`src/rtl/lc3_mmio.sv`:
```
// LC-3 memory-mapped I/O: keyboard status/data with a receive FIFO and a
// display status/data port with a single-byte valid/ready sender.
module lc3_mmio #(
    parameter int KB_DEPTH = 4
) (
    input  logic        clk,
    input  logic        rst,
    input  logic        mem_en,
    input  logic        mem_we,
    input  logic [15:0] mem_addr,
    input  logic [15:0] mem_wdata,
    output logic        io_sel,
    output logic [15:0] mem_rdata,
    input  logic        kb_valid,
    input  logic [7:0]  kb_data,
    output logic        kb_ready,
    output logic        disp_valid,
    output logic [7:0]  disp_data,
    input  logic        disp_ready,
    output logic        kb_irq,
    output logic        disp_irq
);

    localparam int              PW       = $clog2(KB_DEPTH);
    localparam logic [PW:0]     FULL_CNT = (PW+1)'(KB_DEPTH);
    localparam logic [PW:0]     CNT_ONE  = (PW+1)'(1);
    localparam logic [PW-1:0]   PTR_ONE  = PW'(1);

    typedef enum logic {IDLE = 1'b0, SEND = 1'b1} disp_state_t;

    disp_state_t   state, next_state;

    logic [7:0]    fifo_mem [KB_DEPTH];
    logic [PW-1:0] rd_ptr, wr_ptr;
    logic [PW:0]   count;
    logic          kb_ie, kb_ovr;
    logic          disp_ie, disp_drop;

    logic hit_kbsr, hit_kbdr, hit_dsr, hit_ddr;
    logic rd_acc, wr_acc;
    logic nonempty, full, push, pop;
    logic state_idle;
    logic [7:0] kb_head;
    logic unused_wdata;

    // Address decode and access qualifiers
    assign hit_kbsr = mem_en && (mem_addr == 16'hFE00);
    assign hit_kbdr = mem_en && (mem_addr == 16'hFE02);
    assign hit_dsr  = mem_en && (mem_addr == 16'hFE04);
    assign hit_ddr  = mem_en && (mem_addr == 16'hFE06);
    assign io_sel   = hit_kbsr || hit_kbdr || hit_dsr || hit_ddr;
    assign rd_acc   = mem_en && !mem_we;
    assign wr_acc   = mem_en && mem_we;

    assign unused_wdata = ^{mem_wdata[15], mem_wdata[13:8]};

    assign nonempty = (count != '0);
    assign full     = (count == FULL_CNT);
    assign kb_ready = !full;
    assign push     = kb_valid && !full;
    assign pop      = rd_acc && hit_kbdr && nonempty;
    assign kb_head  = nonempty ? fifo_mem[rd_ptr] : 8'h00;

    // Storage array carries data only, so it is left out of reset
    always_ff @(posedge clk) begin
        if (push) begin
            fifo_mem[wr_ptr] <= kb_data;
        end
    end

    always_ff @(posedge clk or negedge rst) begin
        if (!rst) begin
            rd_ptr <= '0;
            wr_ptr <= '0;
            count  <= '0;
            kb_ie  <= 1'b0;
            kb_ovr <= 1'b0;
        end else begin
            if (push) wr_ptr <= wr_ptr + PTR_ONE;
            if (pop)  rd_ptr <= rd_ptr + PTR_ONE;
            case ({push, pop})
                2'b10:   count <= count + CNT_ONE;
                2'b01:   count <= count - CNT_ONE;
                default: count <= count;
            endcase
            if (wr_acc && hit_kbsr) begin
                kb_ie <= mem_wdata[14];
                if (mem_wdata[0]) kb_ovr <= 1'b0;
            end
            // A dropped byte on the same edge as a clear still leaves the flag set
            if (kb_valid && full) kb_ovr <= 1'b1;
        end
    end

    // Display FSM: state register
    always_ff @(posedge clk or negedge rst) begin
        if (!rst) state <= IDLE;
        else      state <= next_state;
    end

    // Display FSM: next state
    always_comb begin
        next_state = state;
        case (state)
            IDLE:    if (wr_acc && hit_ddr) next_state = SEND;
            SEND:    if (disp_ready)        next_state = IDLE;
            default: next_state = IDLE;
        endcase
    end

    // Display FSM: outputs
    always_comb begin
        disp_valid = (state == SEND);
        state_idle = (state == IDLE);
    end

    always_ff @(posedge clk or negedge rst) begin
        if (!rst) begin
            disp_data <= 8'h00;
            disp_ie   <= 1'b0;
            disp_drop <= 1'b0;
        end else begin
            if (wr_acc && hit_dsr) begin
                disp_ie <= mem_wdata[14];
                if (mem_wdata[0]) disp_drop <= 1'b0;
            end
            if (wr_acc && hit_ddr) begin
                if (state_idle) disp_data <= mem_wdata[7:0];
                else            disp_drop <= 1'b1;
            end
        end
    end

    always_comb begin
        mem_rdata = 16'h0000;
        if (rd_acc) begin
            if (hit_kbsr) mem_rdata = {nonempty, kb_ie, 13'b0, kb_ovr};
            if (hit_kbdr) mem_rdata = {8'h00, kb_head};
            if (hit_dsr)  mem_rdata = {state_idle, disp_ie, 13'b0, disp_drop};
        end
    end

    assign kb_irq   = kb_ie && nonempty;
    assign disp_irq = disp_ie && state_idle;

endmodule

```
`config.mk`:
```
export PLATFORM = sky130hd
export DESIGN_NAME = lc3_mmio
export DESIGN_NICKNAME = d
export VERILOG_FILES = /design/src/rtl/lc3_mmio.sv
export SDC_FILE = /design/constraint.sdc
export NUM_CORES = 1
export LEC_CHECK = 0
export CAP_MARGIN = 10
export CORE_ASPECT_RATIO = 0.5
export CORE_MARGIN = 1.5
export CORE_UTILIZATION = 51
export CTS_BUF_LIST = sky130_fd_sc_hd__clkbuf_8
export CTS_CLUSTER_DIAMETER = 60
export DETAILED_ROUTE_END_ITERATION = 6
export GPL_TIMING_DRIVEN = 0
export HOLD_SLACK_MARGIN = 0.03
export PLACE_DENSITY = 0.93
export REMOVE_ABC_BUFFERS = 1
export SYNTH_ARGS = -nofsm -noshare
export SYNTH_HDL_FRONTEND = slang
export SYNTH_SLANG_ARGS = --single-unit
```
`constraint.sdc`:
```
create_clock -name clk -period 5.17 [get_ports clk]
set_input_delay 0.517 -clock clk [delete_from_list [all_inputs] [get_ports clk]]
set_output_delay 0.517 -clock clk [all_outputs]
set_load 0.02 [all_outputs]
```
== Yosys cells after proc, flatten, opt, wreduce, memory -nomap -nowiden ==
Memory sizes are Yosys's and may differ from the RTL's.
Index checks and enable logic that the tools add are counted.

* Register bits: 20
* Latch bits: 0
* Memory bits (writable): 32
* ROM bits: 0
* Input port bits: 46
* Output and inout bits: 29
* Logic and storage cells: 66
* Memories kept: 1

* $add $sub $neg: 4
* $mul: 0
* Divide/modulo/power cells: 0
* $lt $le $gt $ge: 0
* Equal/unequal tests: 7
* Shift-type cells: 0
* Muxes and demuxes: 18
* Bitwise gates (word level): 1
* Reductions and logical operators: 26

{| class="wikitable"
|+ Memory list
! memory !! depth !! width !! rd ports !! clocked after Yosys merged registers in !! write ports !! RTL line !! source
|-
| fifo_mem || 4 || 8 || 1 || 0 || 1 || 33 || <nowiki>logic [7:0] fifo_mem [KB_DEPTH];</nowiki>
|}

{| class="wikitable"
|+ Operators by type and width
! operator !! number
|-
| $eq A16 B16 Y1 const B || 4
|-
| $mux W16 || 4
|-
| $logic_and A1 B1 Y1 || 15
|-
| $mux W1 || 11
|-
| $mux W8 || 1
|-
| $pmux W3 S2 || 1
|-
| $reduce_bool A2 Y1 || 3
|-
| $add A2 B1 Y2 const B || 2
|-
| $reduce_and A2 Y1 || 2
|-
| $add A3 B1 Y3 const B || 1
|-
| $eq A3 B3 Y1 const B || 1
|-
| $logic_or A1 B1 Y1 || 3
|-
| $reduce_bool A3 Y1 || 1
|-
| $sub A3 B1 Y3 const B || 1
|-
| $eq A2 B1 Y1 const B || 1
|-
| $eq A2 B2 Y1 const B || 1
|-
| $logic_not A1 Y1 || 2
|-
| $pmux W1 S2 || 1
|-
| $not A1 Y1 || 1
|}

== Depth between registers and ports, before layout ==
Gate-level depths: netlist (run 1).

* Word-level depth: 6
* Depth in mapped cells: 10
* Mapped depth without buffers: 10

== Worst setup path before layout (run 1) ==
OpenSTA, ideal clock, no wires.

* Kind: input to output
* Start: input mem_addr[0]
* End: output mem_rdata[15]
* Arrival time: 2.265 ns
* Data required time: 4.653 ns
* Slack: 2.388 ns
* Stages: 3
* Buffers on the path: 0
* Cell sequence: or4b_4 -> or4_1 -> a2111oi_2

* Word-level cells in the longest chain between the ends: 6
* Elaborated cells between the ends (all ways): 10
* Classes of those cells: eq/ne: 3; mux: 4; reduce/logical: 3

{| class="wikitable"
|+ Ends and longest elaborated chain
! what !! RTL line !! source
|-
| start: declaration || 10 || <nowiki>input logic [15:0] mem_addr,</nowiki>
|-
| $eq A16 B16 Y1 || 47 || <nowiki>assign hit_kbsr = mem_en && (mem_addr == 16'hFE00);</nowiki>
|-
| $logic_and A1 B1 Y1 || 47 ||
|-
| $mux W16 || 137 || <nowiki>if (hit_kbsr) mem_rdata = {nonempty, kb_ie, 13'b0, kb_ovr};</nowiki>
|-
| $mux W16 || 138 || <nowiki>if (hit_kbdr) mem_rdata = {8'h00, kb_head};</nowiki>
|-
| $mux W16 * || 139 || <nowiki>if (hit_dsr) mem_rdata = {state_idle, disp_ie, 13'b0, disp_drop};</nowiki>
|-
| $mux W16 * || 136 || <nowiki>if (rd_acc) begin</nowiki>
|-
| end: declaration || 13 || <nowiki>output logic [15:0] mem_rdata,</nowiki>
|}

Mark *: on every way between the ends. The rest lies on a longest branch, timed or not.

== Final worst setup path (run 1) ==
Ends and elaborated chain as after synthesis.

==> results of run 1 <==
==> path summary, 6_finish.rpt <==
kind	startpoint	endpoint	slack, ns
hold reg to reg	disp_data[3]$_DFFE_PN0P_	disp_data[3]$_DFFE_PN0P_	0.52
setup / recovery	mem_addr[0]	mem_rdata[15]	1.44
min in group asynchronous	rst	disp_valid$_DFF_PN0_	0.70
setup reg to reg	count[0]$_DFFE_PN0P_	count[2]$_DFFE_PN0P_	2.43
max in group asynchronous	rst	wr_ptr[1]$_DFFE_PN0P_	3.92
hold / removal	disp_data[3]$_DFFE_PN0P_	disp_data[3]$_DFFE_PN0P_	0.52
==> metal layers <==
| metal | vias up | GRT usage, % |
|---|---|---|
| met2 | 56 | 37.56 |
| met1 | 757 | 22.93 |
| li1 | 707 | - |
| met4 | 0 | 8.451 |
| met5 | - | 0 |
| met3 | 6 | 3.420 |
==> sequential cells by signal, indices dropped and copies added, names as in the netlist <==
signal      count
kb_ie           1
disp_drop       1
count           3
disp_valid      1
disp_ie         1
fifo_mem       32
rd_ptr          2
kb_ovr          1
wr_ptr          2
disp_data       8
==> stage by stage <==
| stage | setup slack [ns] | instances | power (mW) | util, % |
|---|---|---|---|---|
| 4_1_cts | 1.434 | 279 | 0.9871 | 69.99 |
| 2_1_floorplan | 2.388 | 153 | 0.6723 | - |
| 3_3_place_gp | 1.549 | 271 | 0.7399 | 67.96 |
| 6_report | 1.437 | 279 | 0.9772 | 69.99 |
| 3_5_place_dp | 1.443 | 271 | 0.7562 | 67.96 |
| 5_1_grt | 1.374 | 279 | 1.034 | 69.99 |
==> worst max-delay path, stage by stage <==
cell	delay, ns
clkdlybuf4s50_1	0.40
or4b_4	0.58
or4_1	0.63
a2111oi_2	0.41
clkdlybuf4s50_1	0.68
==> Yosys cell counts, drive strengths merged (2+ instances only) <==
| cell | count |
|---|---|
| o21ai | 4 |
| nor2 | 3 |
| clkbuf | 3 |
| ha | 5 |
| nor3 | 6 |
| nand2 | 5 |
| edfxtp | 32 |
| or4 | 4 |
| nor4 | 5 |
| buf | 7 |
| xnor2 | 3 |
| mux4 | 8 |
| mux2 | 11 |
| nand3 | 4 |
| mux2i | 2 |
| xor2 | 3 |
| nor2b | 2 |
| and3 | 12 |
| nand4b | 2 |
| dfrtp | 20 |
| inv | 10 |
| or4b | 2 |
==> where the power goes <==
group | total, mW | internal [mW] | switching, mW
sequential | 0.556 | 0.522 | 0.0338
combinational | 0.190 | 0.0869 | 0.103
clock | 0.232 | 0.0962 | 0.136
==> kinds of logic (layout without fill, tap and decap cells) <==
group | count (synthesis) | count (layout) | synth area share, %
xor+xnor | 6 | 6 | 2.221
simple gates | 46 | 46 | 12.85
fa+ha+maj | 6 | 6 | 3.490
flops | 52 | 52 | 61.77
other cells | 1 | 6 | 0.1585
mux | 21 | 21 | 13.70
compound gates | 6 | 6 | 1.692
buf+inv | 20 | 79 | 4.125
==> cell type report <==
cell class,count,area share [%]
Timing Repair Buffer,61,19.72
Inverter,10,1.212
Sequential cell,52,47.19
Clock inverter,3,0.6869
Multi-Input combinational cell,91,26.67
Clock buffer,5,2.222
Tap cell,57,2.303
==> results.toml, run 1 <==
[final_layout]
layout_common_cells = "clkdlybuf4s50_1, edfxtp_1, dfrtp_1, and3_1, inv_1"
antennaDiodeCount = 0
drive_gt1_share_pct = 14.41
layout.nets = 273
final_common_cell = "clkdlybuf4s50_1"
final-seq-area_mm2 = 0.001461
fill_cells = 289
final_area_mm2 = 0.003097
multi_input_area_um2 = 825.8
area_growth_pct = 30.88

[global_routing]
grt_max_degree = 21
track_usage_pct = 19.91
antenna_found_initial = 0
first_global_vias = 1524
grt_pass1_wl_um = 7369
overflow = 0

[min_path]
hold_class = "reg2reg"
holdPathStages = 1

[routing]
dr.pass1.iters = 4
drc = 0
routed_wl_um = 4628
dr_wl_met3_um = 229
drtIter0Drc = 97
antenna_left = 0
post_drt_wl_per_cell_um = 16.59
routed-wl-met2_um = 2517
via_per_inst = 5.470
wl_met1_um = 1815
dr_total_vias = 1526
top_layer = "met4"

[timing]
setup_tns_ns = 0
hold_viol_final = 0
period_share_pct = 72.20
tightest_slew_ns = 1.002
post-route-min-period_ns = 3.733
max_slew_margin_pct = 33.03
max_freq_mhz = 267.9
drv_slew = 0
rsz0062_at_grt = "false"
setup_viol = 0
fin_skew_ns = 0.01146
whs_ns = 0.5158

[clock_network]
cts_buffers = 5
htreeDepth = 2
cts_setup_buffers = 0
hold_buffers = 0
post_cts_resized = 0
path_clk_slew_ns = 0.09
cts.sink_count = 52
cts_tree = "built"
clockBufferDepth = 2
clk_latency_ns = 0.31
cts_root_buf = "clkbuf_8"

[worst_setup_path]
worstRegToRegCells = 10
end_kind = "primary output"
path_max_fanout = 5
worst_setup_path_start_kind = "primary input"
path_class = "in2out"
critPathRequiredTime_ns = 4.65
cp.arrival_ns = 3.22

[power]
ir_worst_vdd_mv = 0.1681
p_per_area_mw_per_mm2 = 315.5
p_leak_nw = 1.215

[place]
gp_congestion = 0.7919
hpwl_um = 3506
dpl_cell_area_mm2 = 0.003007
portBuffers = 61

[yosys]
syn_area_mm2 = 0.002366
yosysWarnings = 0
synth_edf_count = 32
ys_seq_area_share_pct = 61.77
yosys-top-cells-area = "edfxtp_1, dfrtp_1, mux4_2"
synth_top_area_share_pct = 40.61
syn_area_per_cell_um2 = 14.97
synth_cell_types = 31
synth.largest_area_cell = "edfxtp_1"
ys_ff_latch = 52
yosys_most_used_dff = "edfxtp_1"
synth_cells = 158
async_flop_share_pct = 38.46

[floorplanning]
dieArea_mm2 = 0.005082
ioPinCount = 75
core-area_mm2 = 0.004424
rows = 17
die_h_um = 51.17
die_w_um = 99.33
start_util_pct = 53.48

[flow_run]
cap_violations = 0

[outcome]
status = "completed"
Power figures use the tool's default switching activity.
==> inputs of run 2 (changes only) <==
- CORE_UTILIZATION: 51 -> 43
- PLACE_DENSITY: 0.93 -> 0.84
- clock period: 5.17 -> 3.25 ns (I/O delays scaled with it)
==> run 2 against run 1 <==
Compared with the run above: global-route usage is 2.3 points lower; worst hold slack better by 0.00097 ns; core utilization is 9.0 points lower; combinational power is 65% higher; register-to-register slack worse by 1.6 ns; critical path depth stayed put; final area is 0.73% higher; worst setup slack worse by 1.3 ns; first-iteration DRC count is 27% lower; routed wire length is 2.9% higher; die area is 18% higher; critical endpoint is now mem_rdata[0]; largest cell class unchanged; largest power group unchanged.
==> results.toml, run 2 (synthesis results as in run 1) <==
[final_layout]
final_common_cell = "clkdlybuf4s50_1"
layout.nets = 273
drive_gt1_share_pct = 13.96
area_growth_pct = 31.83
largest_reg_flops = 32
layout_common_cells = "clkdlybuf4s50_1, edfxtp_1, dfrtp_1, and3_1, inv_1"
final_util_pct = 61.01
top_register = "fifo_mem"
antennaDiodeCount = 0
layout_top_registers = "fifo_mem (32), disp_data (8), count (3)"

[floorplanning]
rows = 18
dieArea_mm2 = 0.005983
core-area_mm2 = 0.005112
die_w_um = 107.9
ioPinCount = 75
start_util_pct = 46.28
die_h_um = 55.45

[timing]
setup_viol = 0
fin_skew_ns = 0.01226
period_share_pct = 97.10
max_slew_margin_pct = 38.41
max_freq_mhz = 316.9
tightest_slew_ns = 0.9209
drv_slew = 0
rsz0062_at_grt = "false"
hold_viol_final = 0
post-route-min-period_ns = 3.156
whs_ns = 0.5167

[global_routing]
track_usage_pct = 17.56
overflow = 0
grt_max_degree = 21
grt_pass1_wl_um = 8066
first_global_vias = 1645
antenna_found_initial = 0

[routing]
routed_wl_um = 4760
dr_wl_met3_um = 233
via_per_inst = 5.158
antenna_left = 0
wl_met1_um = 1977
dr.pass1.iters = 4
dr_total_vias = 1506
post_drt_wl_per_cell_um = 16.30
routed-wl-met2_um = 2433
drc = 0
drtIter0Drc = 71
top_layer = "met4"

[worst_setup_path]
path_cells = "clkdlybuf4s50_1 -> or4b_4 -> or4_1 -> nor3_1 -> clkdlybuf4s50_1"
cpMaxStageDelayCell = "clkdlybuf4s50_1"
cp_num_buf_inv = 2
path_class = "in2out"
critPathRequiredTime_ns = 2.92
path_max_fanout = 5
cpPeakStageDelay_ns = 0.64
critPathMostFrequentCell = "clkdlybuf4s50_1"
cpLargestDelayFamily = "simple AND/OR/NAND/NOR gates"
end_kind = "primary output"
worst_setup_path_start_kind = "primary input"
cp.arrival_ns = 2.83

[clock_network]
cts_buffers = 5
hold_buffers = 0
htreeDepth = 2
cts.sink_count = 52
cts_tree = "built"
cts_root_buf = "clkbuf_8"
clockBufferDepth = 2
clk_latency_ns = 0.30
path_clk_slew_ns = 0.10

[power]
p_per_area_mw_per_mm2 = 497.2
p_leak_nw = 1.234
clock_power_share_pct = 22.6
seqPwrFrac_pct = 57.1
ir_worst_vdd_mv = 0.2964
combPwrFrac_pct = 20.3
cell_internal_pwr_mw = 1.117
p_sw_mw = 0.4343
switching_share_pct = 28.00

[min_path]
hold_class = "in2async"

[place]
hpwl_um = 3643
gp_congestion = 0.7575
portBuffers = 61

[outcome]
status = "completed"

[flow_run]
cap_violations = 0
-- run 2: path summary, 6_finish.rpt --
kind | endpoint | depth (start not counted) | startpoint | slack, ns
max in group asynchronous | count[1]$_DFFE_PN0P_ | 1 | rst | 2.15
min in group clk | disp_data[4]$_DFFE_PN0P_ | 1 | disp_data[4]$_DFFE_PN0P_ | 0.52
worst min register to register | disp_data[4]$_DFFE_PN0P_ | 1 | disp_data[4]$_DFFE_PN0P_ | 0.52
worst max register to register | count[2]$_DFFE_PN0P_ | 10 | count[0]$_DFFE_PN0P_ | 0.81
worst min-delay path | disp_valid$_DFF_PN0_ | 1 | rst | 0.52
worst max-delay path | mem_rdata[0] | 5 | mem_addr[0] | 0.09
-- run 2: metal layers --
| metal | global-route usage, % | vias up |
|---|---|---|
| li1 | - | 710 |
| met1 | 22.34 | 736 |
| met2 | 30.57 | 45 |
| met3 | 3.306 | 15 |
| met4 | 5.639 | 0 |
| met5 | 0 | - |
-- run 2: final cells by class --
cell class	count	area, µm²
Fill cell	388	1993
Clock buffer	5	68.82
Tap cell	70	87.58
Timing Repair Buffer	61	609.3
Sequential cell	52	1461
Inverter	10	37.54
Clock inverter	3	15.01
Multi-Input combinational cell	91	839.6
-- run 2: timing repair --
action	4_1_cts	5_1_grt
setup endpoints to repair	4	0
resized for setup	3	0
buffers inserted	0	0
-- run 2: stage by stage --
stage	area (µm²)	setup TNS, ns	setup WS, ns	std cells	power (mW)
floorplan	2325	0	0.6742	153	1.069
global placement	3023	-0.2770	-0.2068	284	1.180
detailed placement	3023	-0.3661	-0.2531	284	1.214
CTS	3119	0	0.1079	292	1.557
global route	3119	0	0.001740	292	1.634
finish	3119	0	0.09422	292	1.551
-- run 2: power by group through the flow --
stage               sequential, mW  combinational, mW  clock, mW
global placement             0.887              0.293          0
global route                 0.899              0.353      0.382
finish                       0.886              0.314      0.351
floorplan                    0.881              0.188          0
detailed placement           0.900              0.314          0
CTS                          0.886              0.318      0.353
-- run 2: worst reg2reg max path, stage by stage (launching register included) --
cell and delay (ns):
dfrtp_1 0.42, nor3_1 0.11, nor3b_2 0.52, nand2_1 0.19, inv_1 0.11, ha_1 0.18, inv_1 0.06, fa_1 0.37
xor2_1 0.15, nor2_1 0.11, xor2_1 0.15
==> inputs of run 3 (changes only) <==
--- a/config.mk
+++ b/config.mk
@@ -17,4 +17,5 @@
 export PLACE_DENSITY = 0.84
 export REMOVE_ABC_BUFFERS = 1
+export SKIP_LAST_GASP = 1
 export SYNTH_ARGS = -nofsm -noshare
 export SYNTH_HDL_FRONTEND = slang
==> constraint.sdc (replaced) <==
create_clock -name clk -period 3.25 [get_ports clk]
set_input_delay 0.65 -clock clk [delete_from_list [all_inputs] [get_ports clk]]
set_output_delay 0.65 -clock clk [all_outputs]
set_load 0.02 [all_outputs]
==> run 3 against run 2 <==
Compared with the run above: register-to-register slack improved by 0.17 ns; global-route usage is 0.10 points lower; sequential power is essentially flat; first-iteration DRC count down 11%; largest power group unchanged; sequential share of layout area shrank 0.74 points; flip-flop and latch count unchanged; final area is 1.6% higher; fmax is 1.7% lower; clock power barely moved; worst setup slack worse by 0.054 ns; non-clock buffer count rose by 2; combinational power increased by 3%.
==> results.toml, run 3 (synthesis results as in run 1) <==
[timing]
drv_slew = 0
tightest_slew_ns = 0.9446
period_share_pct = 98.77
max_freq_mhz = 311.5
max_slew_margin_pct = 36.83
setup_tns_ns = 0
hold_viol_final = 0
setup_viol = 0
fin_skew_ns = 0.009209
post-route-min-period_ns = 3.210
whs_ns = 0.5165

[final_layout]
largest_reg_flops = 32
layout_top_registers = "fifo_mem (32), disp_data (8), count (3)"
area_growth_pct = 33.95
top_register = "fifo_mem"
fin_cells = 294
antennaDiodeCount = 0
final_util_pct = 61.99
layout.nets = 275
layout_common_cells = "clkdlybuf4s50_1, edfxtp_1, dfrtp_1, and3_1, inv_1"
final_common_cell = "clkdlybuf4s50_1"
drive_gt1_share_pct = 18.75

[routing]
drtIter0Drc = 63
routed_wl_um = 4784
antenna_left = 0
via_per_inst = 5.163
dr.pass1.iters = 4
drc = 0
dr_total_vias = 1518
post_drt_wl_per_cell_um = 16.27

[floorplanning]
dieArea_mm2 = 0.005983
start_util_pct = 46.28
rows = 18
core-area_mm2 = 0.005112
die_h_um = 55.45
ioPinCount = 75
die_w_um = 107.9

[power]
switching_share_pct = 28.03
p_per_area_mw_per_mm2 = 490.9
seqPwrFrac_pct = 56.9
ir_worst_vdd_mv = 0.2932
p_leak_nw = 1.322
clock_power_share_pct = 22.3
p_sw_mw = 0.4360
cell_internal_pwr_mw = 1.120
combPwrFrac_pct = 20.7

[global_routing]
grtUsageMet2_pct = 30.76
met1_usage_pct = 21.63
grt_max_degree = 21
track_usage_pct = 17.46
first_global_vias = 1657
grt.busiest_layer = "met2"
use_met3_pct = 3.424
grt_pass1_wl_um = 7997
overflow = 0
antenna_found_initial = 0

[worst_setup_path]
r2r_slack_ns = 0.98
r2r-start = "count[0]$_DFFE_PN0P_"
endpoint = "mem_rdata[15]"
worst_setup_path_start_kind = "primary input"
worstRegToRegCells = 10
path_class = "in2out"
path_max_fanout = 5
cp.arrival_ns = 2.56
regToRegEndpoint = "count[2]$_DFFE_PN0P_"
startpoint = "mem_addr[6]"
end_kind = "primary output"
critPathRequiredTime_ns = 2.60

[place]
dp.cells = 284
gp_congestion = 0.7575
hpwl_um = 3643
portBuffers = 61

[clock_network]
clockBufferDepth = 2
cts_root_buf = "clkbuf_8"
path_clk_slew_ns = 0.08
htreeDepth = 2
cts_tree = "built"
cts_buffers = 5
clk_latency_ns = 0.30
cts.sink_count = 52

[outcome]
status = "completed"

[flow_run]
cap_violations = 0

[min_path]
hold_class = "reg2reg"
run 3: cell types whose count changed in the layout (fill, tap and decap cells not counted), sizes merged:
cell and delta:
clkdlybuf4s50 -14, buf +5, dlygate4sd2 +5, dlymetal6s2s +5, clkdlybuf4s15 +1
run 3: worst max-delay path: stages:
cell	delay [ns]
clkdlybuf4s50_1	0.40
or4b_4	0.56
or4_4	0.55
a2111oi_4	0.20
buf_4	0.19
run 3: final cells by class:
type,count,area (µm²)
Fill cell,372,1943
Sequential cell,52,1461
Multi-Input combinational cell,91,877.1
Timing Repair Buffer,63,621.8
Tap cell,70,87.58
Clock buffer,5,68.82
Inverter,10,37.54
Clock inverter,3,15.01
run 3: power by group through the flow:
stage                     combinational (mW)  sequential (mW)  clock (mW)
after floorplan                        0.188            0.881           0
after CTS                              0.318            0.886       0.353
after detailed placement               0.314            0.900           0
after global routing                   0.361            0.898       0.379
after global placement                 0.293            0.887           0
final                                  0.323            0.885       0.348
run 3: through the flow:
stage | power, mW | worst slack, ns | area, µm²
final | 1.556 | 0.04004 | 3169
after global routing | 1.638 | -0.02725 | 3169
after CTS | 1.557 | -0.1462 | 3115
after detailed placement | 1.214 | -0.6663 | 3023
after global placement | 1.180 | -0.7118 | 3023
after floorplan | 1.069 | 0.2015 | 2325
run 3: worst min-delay path by stage:
stage                        startpoint                        to  slack, ns  depth (start not counted)
6_report       disp_data[4]$_DFFE_PN0P_  disp_data[4]$_DFFE_PN0P_       0.52                          1
2_1_floorplan                       rst      count[0]$_DFFE_PN0P_       0.35                          0
5_1_grt        disp_data[4]$_DFFE_PN0P_  disp_data[4]$_DFFE_PN0P_       0.54                          1
3_3_place_gp        disp_drop$_DFF_PN0_       disp_drop$_DFF_PN0_       0.48                          2
4_1_cts        disp_data[7]$_DFFE_PN0P_  disp_data[7]$_DFFE_PN0P_       0.52                          1
3_5_place_dp   disp_data[7]$_DFFE_PN0P_  disp_data[7]$_DFFE_PN0P_       0.50                          1
run 3: routing by layer:
layer	vias up	wire length (µm)
li1	718	-
met1	746	2024
met2	45	2482
met3	9	196
met4	0	80
met5	-	0
run 3: timing repair:
action / in CTS / in global routing
hold buffers: 0 / 0
buffers inserted: 2 / 0
pin swaps: 2 / 6
resized for setup: 25 / 15
endpoints found under the setup margin: 12 / 12
